## config.mk

```make
export PLATFORM = sky130hd
export DESIGN_NAME = credit_bp_tx_flat
export DESIGN_NICKNAME = d
export VERILOG_FILES = /design/src/rtl/credit_bp_tx_if.sv /design/src/rtl/credit_bp_tx.sv /design/src/flat_wrapper.sv
export SDC_FILE = /design/constraint.sdc
export NUM_CORES = 1
export LEC_CHECK = 0
export BUFFER_PORTS_ARGS = -buffer_cell sky130_fd_sc_hd__buf_2
export CAP_MARGIN = 20
export CORE_MARGIN = 2
export CORE_UTILIZATION = 45
export CTS_CLUSTER_SIZE = 8
export DETAILED_ROUTE_END_ITERATION = 8
export PLACE_DENSITY = 0.74
export SLEW_MARGIN = 20
export SYNTH_ARGS = -nofsm -noshare
export SYNTH_HDL_FRONTEND = slang
export SYNTH_SLANG_ARGS = --single-unit
```

## constraint.sdc

```tcl
create_clock -name clk -period 3.81 [get_ports clk]
set_input_delay 0.5715 -clock clk [delete_from_list [all_inputs] [get_ports clk]]
set_output_delay 0.5715 -clock clk [all_outputs]
set_load 0.005 [all_outputs]
```

## src/rtl/credit_bp_tx_if.sv

```systemverilog
// Link bundle between the credit transmitter and the receiver's VC FIFOs:
// registered packet plus one-hot VC target going out, per-VC credit grants coming back.
interface noc_if #(
    parameter int VC_W = 2,
    parameter int D_W  = 8,
    parameter int A_W  = 4
);
    typedef struct packed {
        logic [A_W-1:0] addr;
    } route_t;

    typedef struct packed {
        logic           last;
        logic [D_W-1:0] data;
    } payload_t;

    typedef struct packed {
        route_t   routeinfo;
        payload_t payload;
    } packet_t;

    logic [VC_W-1:0] credit_vc_target;
    packet_t         credit_packet;
    logic [VC_W-1:0] credit_vc_credit_gnt;

    modport transmitter (
        output credit_vc_target,
        output credit_packet,
        input  credit_vc_credit_gnt
    );

    modport receiver (
        input  credit_vc_target,
        input  credit_packet,
        output credit_vc_credit_gnt
    );

    modport master (
        output credit_vc_target,
        output credit_packet,
        input  credit_vc_credit_gnt
    );

    modport slave (
        input  credit_vc_target,
        input  credit_packet,
        output credit_vc_credit_gnt
    );
endinterface

```

## src/rtl/credit_bp_tx.sv

```systemverilog
// Credit-based transmitter: per-VC credit counters, round-robin pick among VCs
// holding both data and credit, one registered packet per cycle onto the link.
module credit_bp_tx #(
    parameter int VC_W  = 2,
    parameter int D_W   = 8,
    parameter int A_W   = 4,
    parameter int DEPTH = 32
) (
    input  logic                          clk,
    input  logic                          rst,
    input  logic [VC_W-1:0]               i_v,
    input  logic [VC_W-1:0][A_W+D_W:0]    i_d,
    output logic [VC_W-1:0]               o_b,
    noc_if.transmitter                    to_rx
);
    localparam int CNT_W = $clog2(DEPTH);
    localparam int IDX_W = (VC_W > 1) ? $clog2(VC_W) : 1;
    localparam logic [CNT_W-1:0] MAX_CREDIT = CNT_W'(DEPTH - 1);
    localparam logic [IDX_W-1:0] LAST_VC    = IDX_W'(VC_W - 1);

    logic [CNT_W-1:0] credit [VC_W];
    logic [IDX_W-1:0] last_winner;
    logic [VC_W-1:0]  eligible;
    logic [VC_W-1:0]  send_vec;
    logic [VC_W-1:0]  overflow;
    logic [IDX_W-1:0] winner;
    logic [IDX_W-1:0] cand;
    logic             found;

    logic [VC_W-1:0]  tgt_q;
    logic             pkt_last;
    logic [A_W-1:0]   pkt_addr;
    logic [D_W-1:0]   pkt_data;

    // Eligibility looks only at registered credit, so a grant is usable next cycle.
    always_comb begin
        eligible = '0;
        for (int i = 0; i < VC_W; i++) begin
            eligible[i] = i_v[i] && (credit[i] != '0);
        end
    end

    always_comb begin
        found  = 1'b0;
        winner = '0;
        cand   = '0;
        for (int k = 1; k <= VC_W; k++) begin
            cand = IDX_W'((int'(last_winner) + k) % VC_W);
            if (!found && eligible[cand]) begin
                found  = 1'b1;
                winner = cand;
            end
        end
    end

    always_comb begin
        send_vec = '0;
        overflow = '0;
        for (int i = 0; i < VC_W; i++) begin
            send_vec[i] = rst && found && (winner == IDX_W'(i));
            overflow[i] = to_rx.credit_vc_credit_gnt[i] && !send_vec[i] && (credit[i] == MAX_CREDIT);
        end
    end

    assign o_b = ~send_vec;

    // A send and a grant on the same VC cancel; an unmatched grant at full credit saturates.
    always_ff @(posedge clk) begin
        if (!rst) begin
            for (int i = 0; i < VC_W; i++) begin
                credit[i] <= MAX_CREDIT;
            end
            last_winner <= LAST_VC;
            tgt_q       <= '0;
            pkt_last    <= 1'b0;
            pkt_addr    <= '0;
            pkt_data    <= '0;
        end else begin
            for (int i = 0; i < VC_W; i++) begin
                case ({send_vec[i], to_rx.credit_vc_credit_gnt[i]})
                    2'b10:   credit[i] <= credit[i] - 1'b1;
                    2'b01:   if (credit[i] != MAX_CREDIT) credit[i] <= credit[i] + 1'b1;
                    default: credit[i] <= credit[i];
                endcase
            end
            tgt_q <= send_vec;
            if (found) begin
                last_winner <= winner;
                pkt_last    <= i_d[winner][A_W+D_W];
                pkt_addr    <= i_d[winner][A_W+D_W-1:D_W];
                pkt_data    <= i_d[winner][D_W-1:0];
            end
        end
    end

    assign to_rx.credit_vc_target              = tgt_q;
    assign to_rx.credit_packet.routeinfo.addr  = pkt_addr;
    assign to_rx.credit_packet.payload.last    = pkt_last;
    assign to_rx.credit_packet.payload.data    = pkt_data;

    logic [VC_W-1:0] send_at_zero;
    always_comb begin
        send_at_zero = '0;
        for (int i = 0; i < VC_W; i++) begin
            send_at_zero[i] = send_vec[i] && (credit[i] == '0);
        end
    end

    a_depth_multiple: assert property (@(posedge clk) (DEPTH % 32) == 0)
        else $error("credit_bp_tx: DEPTH must be a multiple of 32");

    a_target_onehot0: assert property (@(posedge clk) disable iff (!rst)
        $onehot0(to_rx.credit_vc_target))
        else $error("credit_bp_tx: credit_vc_target not onehot0");

    a_no_send_zero: assert property (@(posedge clk) disable iff (!rst)
        send_at_zero == '0)
        else $error("credit_bp_tx: send with zero credit");

    a_known: assert property (@(posedge clk) disable iff (!rst)
        !$isunknown({o_b, to_rx.credit_vc_target, to_rx.credit_vc_credit_gnt}))
        else $error("credit_bp_tx: unknown on link or backpressure");

    a_accept_is_send: assert property (@(posedge clk) disable iff (!rst)
        (i_v & ~o_b) == send_vec)
        else $error("credit_bp_tx: o_b low with valid did not transfer");

    a_no_overflow: assert property (@(posedge clk) disable iff (!rst)
        overflow == '0)
        else $error("credit_bp_tx: credit grant overflow");

endmodule

```

## src/flat_wrapper.sv

```systemverilog
// flat-port wrapper written by rule: the top's interface ports become plain ports
module credit_bp_tx_flat 
#(
    parameter int VC_W  = 2,
    parameter int D_W   = 8,
    parameter int A_W   = 4,
    parameter int DEPTH = 32
)
  (clk, rst, i_v, i_d, o_b, to_rx_credit_vc_target, to_rx_credit_packet, to_rx_credit_vc_credit_gnt);
  noc_if #(.VC_W(VC_W), .D_W(D_W), .A_W(A_W)) to_rx_i ();
  input  logic clk;
  input  logic rst;
  input  logic [VC_W-1:0] i_v;
  input  logic [VC_W-1:0][A_W+D_W:0] i_d;
  output logic [VC_W-1:0] o_b;
  output wire logic [$bits(to_rx_i.credit_vc_target)-1:0] to_rx_credit_vc_target;
  output wire logic [$bits(to_rx_i.credit_packet)-1:0] to_rx_credit_packet;
  input wire logic [$bits(to_rx_i.credit_vc_credit_gnt)-1:0] to_rx_credit_vc_credit_gnt;
  assign to_rx_credit_vc_target = to_rx_i.credit_vc_target;
  assign to_rx_credit_packet = to_rx_i.credit_packet;
  assign to_rx_i.credit_vc_credit_gnt = to_rx_credit_vc_credit_gnt;
  credit_bp_tx #(.VC_W(VC_W), .D_W(D_W), .A_W(A_W), .DEPTH(DEPTH)) u_core (.clk(clk), .rst(rst), .i_v(i_v), .i_d(i_d), .o_b(o_b), .to_rx(to_rx_i));
endmodule
```

==> run_results.csv <==
group,metric,value,unit
status,status,"finished, final reports clean",
critical_path,critPathRequiredTime,3820,ps
sta,fin_crit,3580,ps
logic_synthesis,synth-edff-count,10,
sta,fin_ws,226,ps
logic_synthesis,synthCells,166,
place,gp_congestion,0.827,
floorplan,rows,22,
routing,wl_met3,180,µm
critical_path,end_kind,"register",
global_route,grt_max_degree,17,
sta,timing.final.crit_share,94.1,%
power_and_ir_drop,power.total,769,µW
routing,routed.top_layer,"met4",
layout,drive_gt1_share,30.3,%
floorplan,io_pins,49,
sta,worst_pin_slew,755,ps
clock_network,cts-root-buf,"clkbuf_8",
sta,max-slew-margin-rel,49.1,%
layout,area_growth,21.2,%
sta,timing.fmax,0.279,GHz
sta,hold_viol_final,0,
routing,ant_nets,0,
logic_synthesis,yosysMostFrequentCell,"mux2i_1",
logic_synthesis,synth_area,0.00167,mm²
logic_synthesis,synth.distinct_cells,43,
power_and_ir_drop,vdd_drop_max,0.127,mV
routing,drt_iter0_drc,65,
logic_synthesis,yosys_warnings,0,
logic_synthesis,synth_top_area_share,19.2,%
clock_network,clkTransAtPathRegs,90,ps
floorplan,die_area,0.00421,mm²
clock_network,cts_sinks,26,
clock_network,cts_tree,"done",
global_route,gr-usage-all-layers,17.2,%
logic_synthesis,synth.largest_area_cell,"dfxtp_1",
routing,drc,0,
sta,fin_hold_ws,503,ps
critical_path,critPathLaunchType,"register",
routing,wl,3.56,mm
logic_synthesis,avgSynthCellArea,10.1,µm²
critical_path,crit_fanout,4,
logic_synthesis,synth_common_cells,"mux2i_1 (26), dfxtp_1 (16), o22ai_1 (13)",
global_route,antenna_found_initial,0,
routing,via_per_inst,5.24,
logic_synthesis,synth_fp_nets,211,
layout,nets,264,
routing,vias,1395,
global_route,grt_pass1_wl,5.69,mm
logic_synthesis,ys_seq_area_share,37.2,%
routing,drt-met1-wl,1.77,mm
logic_synthesis,ys_ff_latch,26,
floorplan,die_x,64.9,µm
floorplan,dieHeight,64.9,µm
critical_path,slowest_stage,"or4b_1",
flow_run,max-cap-violations,0,
layout,n_antenna_cell,0,
critical_path,crit_arrival,3590,ps
power_and_ir_drop,power_density,380,mW/mm²
critical_path,slowest_delay,460,ps
floorplan,start_util,46.3,%
routing,first_pass_iters,5,
clock_network,htreeDepth,1,
place,dp_hpwl,2.65,mm
place,portBuffers,48,
place,dp_slack,86.9,ps
sta,slew_viol_final,0,
sta,clock_skew,4.92,ps
floorplan,core_area,0.00361,mm²
critical_path,cp_cell_sequence,"inv_1 > ha_1 > or4b_1 > nand2_1 > o21ai_1 > or2_2 > ha_1 > o21a_1 > nand2_2 > inv_1 > fa_1 > nand3b_1 > a211o_1 > nand3_1 > o311ai_0",
global_route,grt_pass1_vias,1264,
clock_network,clk_latency,270,ps
routing,wl_per_cell,13.4,µm
clock_network,clockBufferDepth,2,
logic_synthesis,synthTopCellsByArea,"dfxtp_1 (19%), edfxtp_1 (18%), mux2i_1 (16%)",
clock_network,cts_made_buffers,3,
global_route,overflow,0,
logic_synthesis,synth_top_flop_cell,"dfxtp_1",
logic_synthesis,synthArstFlopShare,0,%
routing,met2_wirelength,1.57,mm
worst_hold_path,worstHoldPathType,"reg2reg",
sta,setup_viol,0,
critical_path,crit_type,"reg2reg",
power_and_ir_drop,power_leakage,0.970,nW
layer usage:
layer	track usage [%]	vias to the layer above
li1	-	713
met1	22.5	641
met2	27.8	35
met3	4.17	6
met4	5.32	0
met5	0	-
per-stage QoR:
stage,utilization [%],TNS (ps),area [µm²],std cells
6_report,56.1,0,2020,266
5_1_grt,56.1,-2.30,2020,266
4_1_cts,55.2,0,1990,262
3_5_place_dp,53.4,0,1920,258
3_3_place_gp,53.4,0,1920,258
2_1_floorplan,-,0,1670,166
layout by cell type, fill, tap and decap left out, drive strengths merged:
cell,instances
or4,1
or3,2
o2bb2ai,1
clkbuf,4
nand3,9
o311a,1
a211o,1
o21ai,7
xor2,2
nor2,6
o21a,3
or2,3
o211a,1
fa,1
ha,12
edfxtp,10
a32o,1
nand3b,2
dfxtp,16
nand2b,1
xnor2,1
a21o,1
and3,1
mux2i,26
inv,11
o311ai,1
a31oi,1
or4b,1
nor3b,1
nand2,12
buf,56
a21oi,4
nor2b,1
o22ai,13
nand4bb,1
nor3,2
and2,1
what timing repair did:
| item | in CTS | in global routing |
|---|---|---|
| setup buffers | 0 | 4 |
| gates resized for setup | 0 | 2 |
| hold buffers | 0 | 0 |
| endpoints found under the setup margin | 0 | 1 |
power breakdown:
group / switching, mW / internal [mW]
clock: 0.0915 / 0.114
sequential: 0.0246 / 0.327
combinational: 0.109 / 0.103
critical path, delay by kind of cell (launching register included):
family          cells  cell delay [ps]
buf+inv             2              150
compound gates      4              670
simple gates        6             1280
flops               1              440
fa+ha+maj           3              780
cells by family after synthesis:
logic type                 after synthesis  share of synthesized area [%]
adders and majority gates               13                           10.2
and+or+nand+nor                         44                           14.1
xor gates and xnor gates                 3                           1.57
buffers and inverters                   19                           6.97
AOI/OAI and AO/OA                       35                           14.4
DFF                                     26                           37.2
muxes                                   26                           15.6
area by class of cell:
| type | count | area, µm² |
|---|---|---|
| multi-input combinational | 121 | 935 |
| inverter | 11 | 41.3 |
| clock buffer | 4 | 66.3 |
| tap | 48 | 60.1 |
| timing repair buffer | 56 | 300 |
| fill | 315 | 1580 |
| sequential | 26 | 621 |
path summary, 6_finish.rpt:
| kind | start | to | slack (ps) | cells after the start |
|---|---|---|---|---|
| max | u_core.credit[1][1] | u_core.credit[0][4] | 230 | 15 |
| min | u_core.last_winner | u_core.last_winner | 500 | 1 |
| max reg2reg | u_core.credit[1][1] | u_core.credit[0][4] | 230 | 15 |
| min reg2reg | u_core.last_winner | u_core.last_winner | 500 | 1 |
registers in the layout, indices dropped and copies added (netlist names):
| register | count |
|---|---|
| u_core.credit | 10 |
| u_core.pkt_data | 8 |
| u_core.pkt_addr | 4 |
| u_core.to_rx.credit_vc_target | 2 |
| u_core.last_winner | 1 |
| u_core.pkt_last | 1 |
Power figures use the tool's default switching activity.
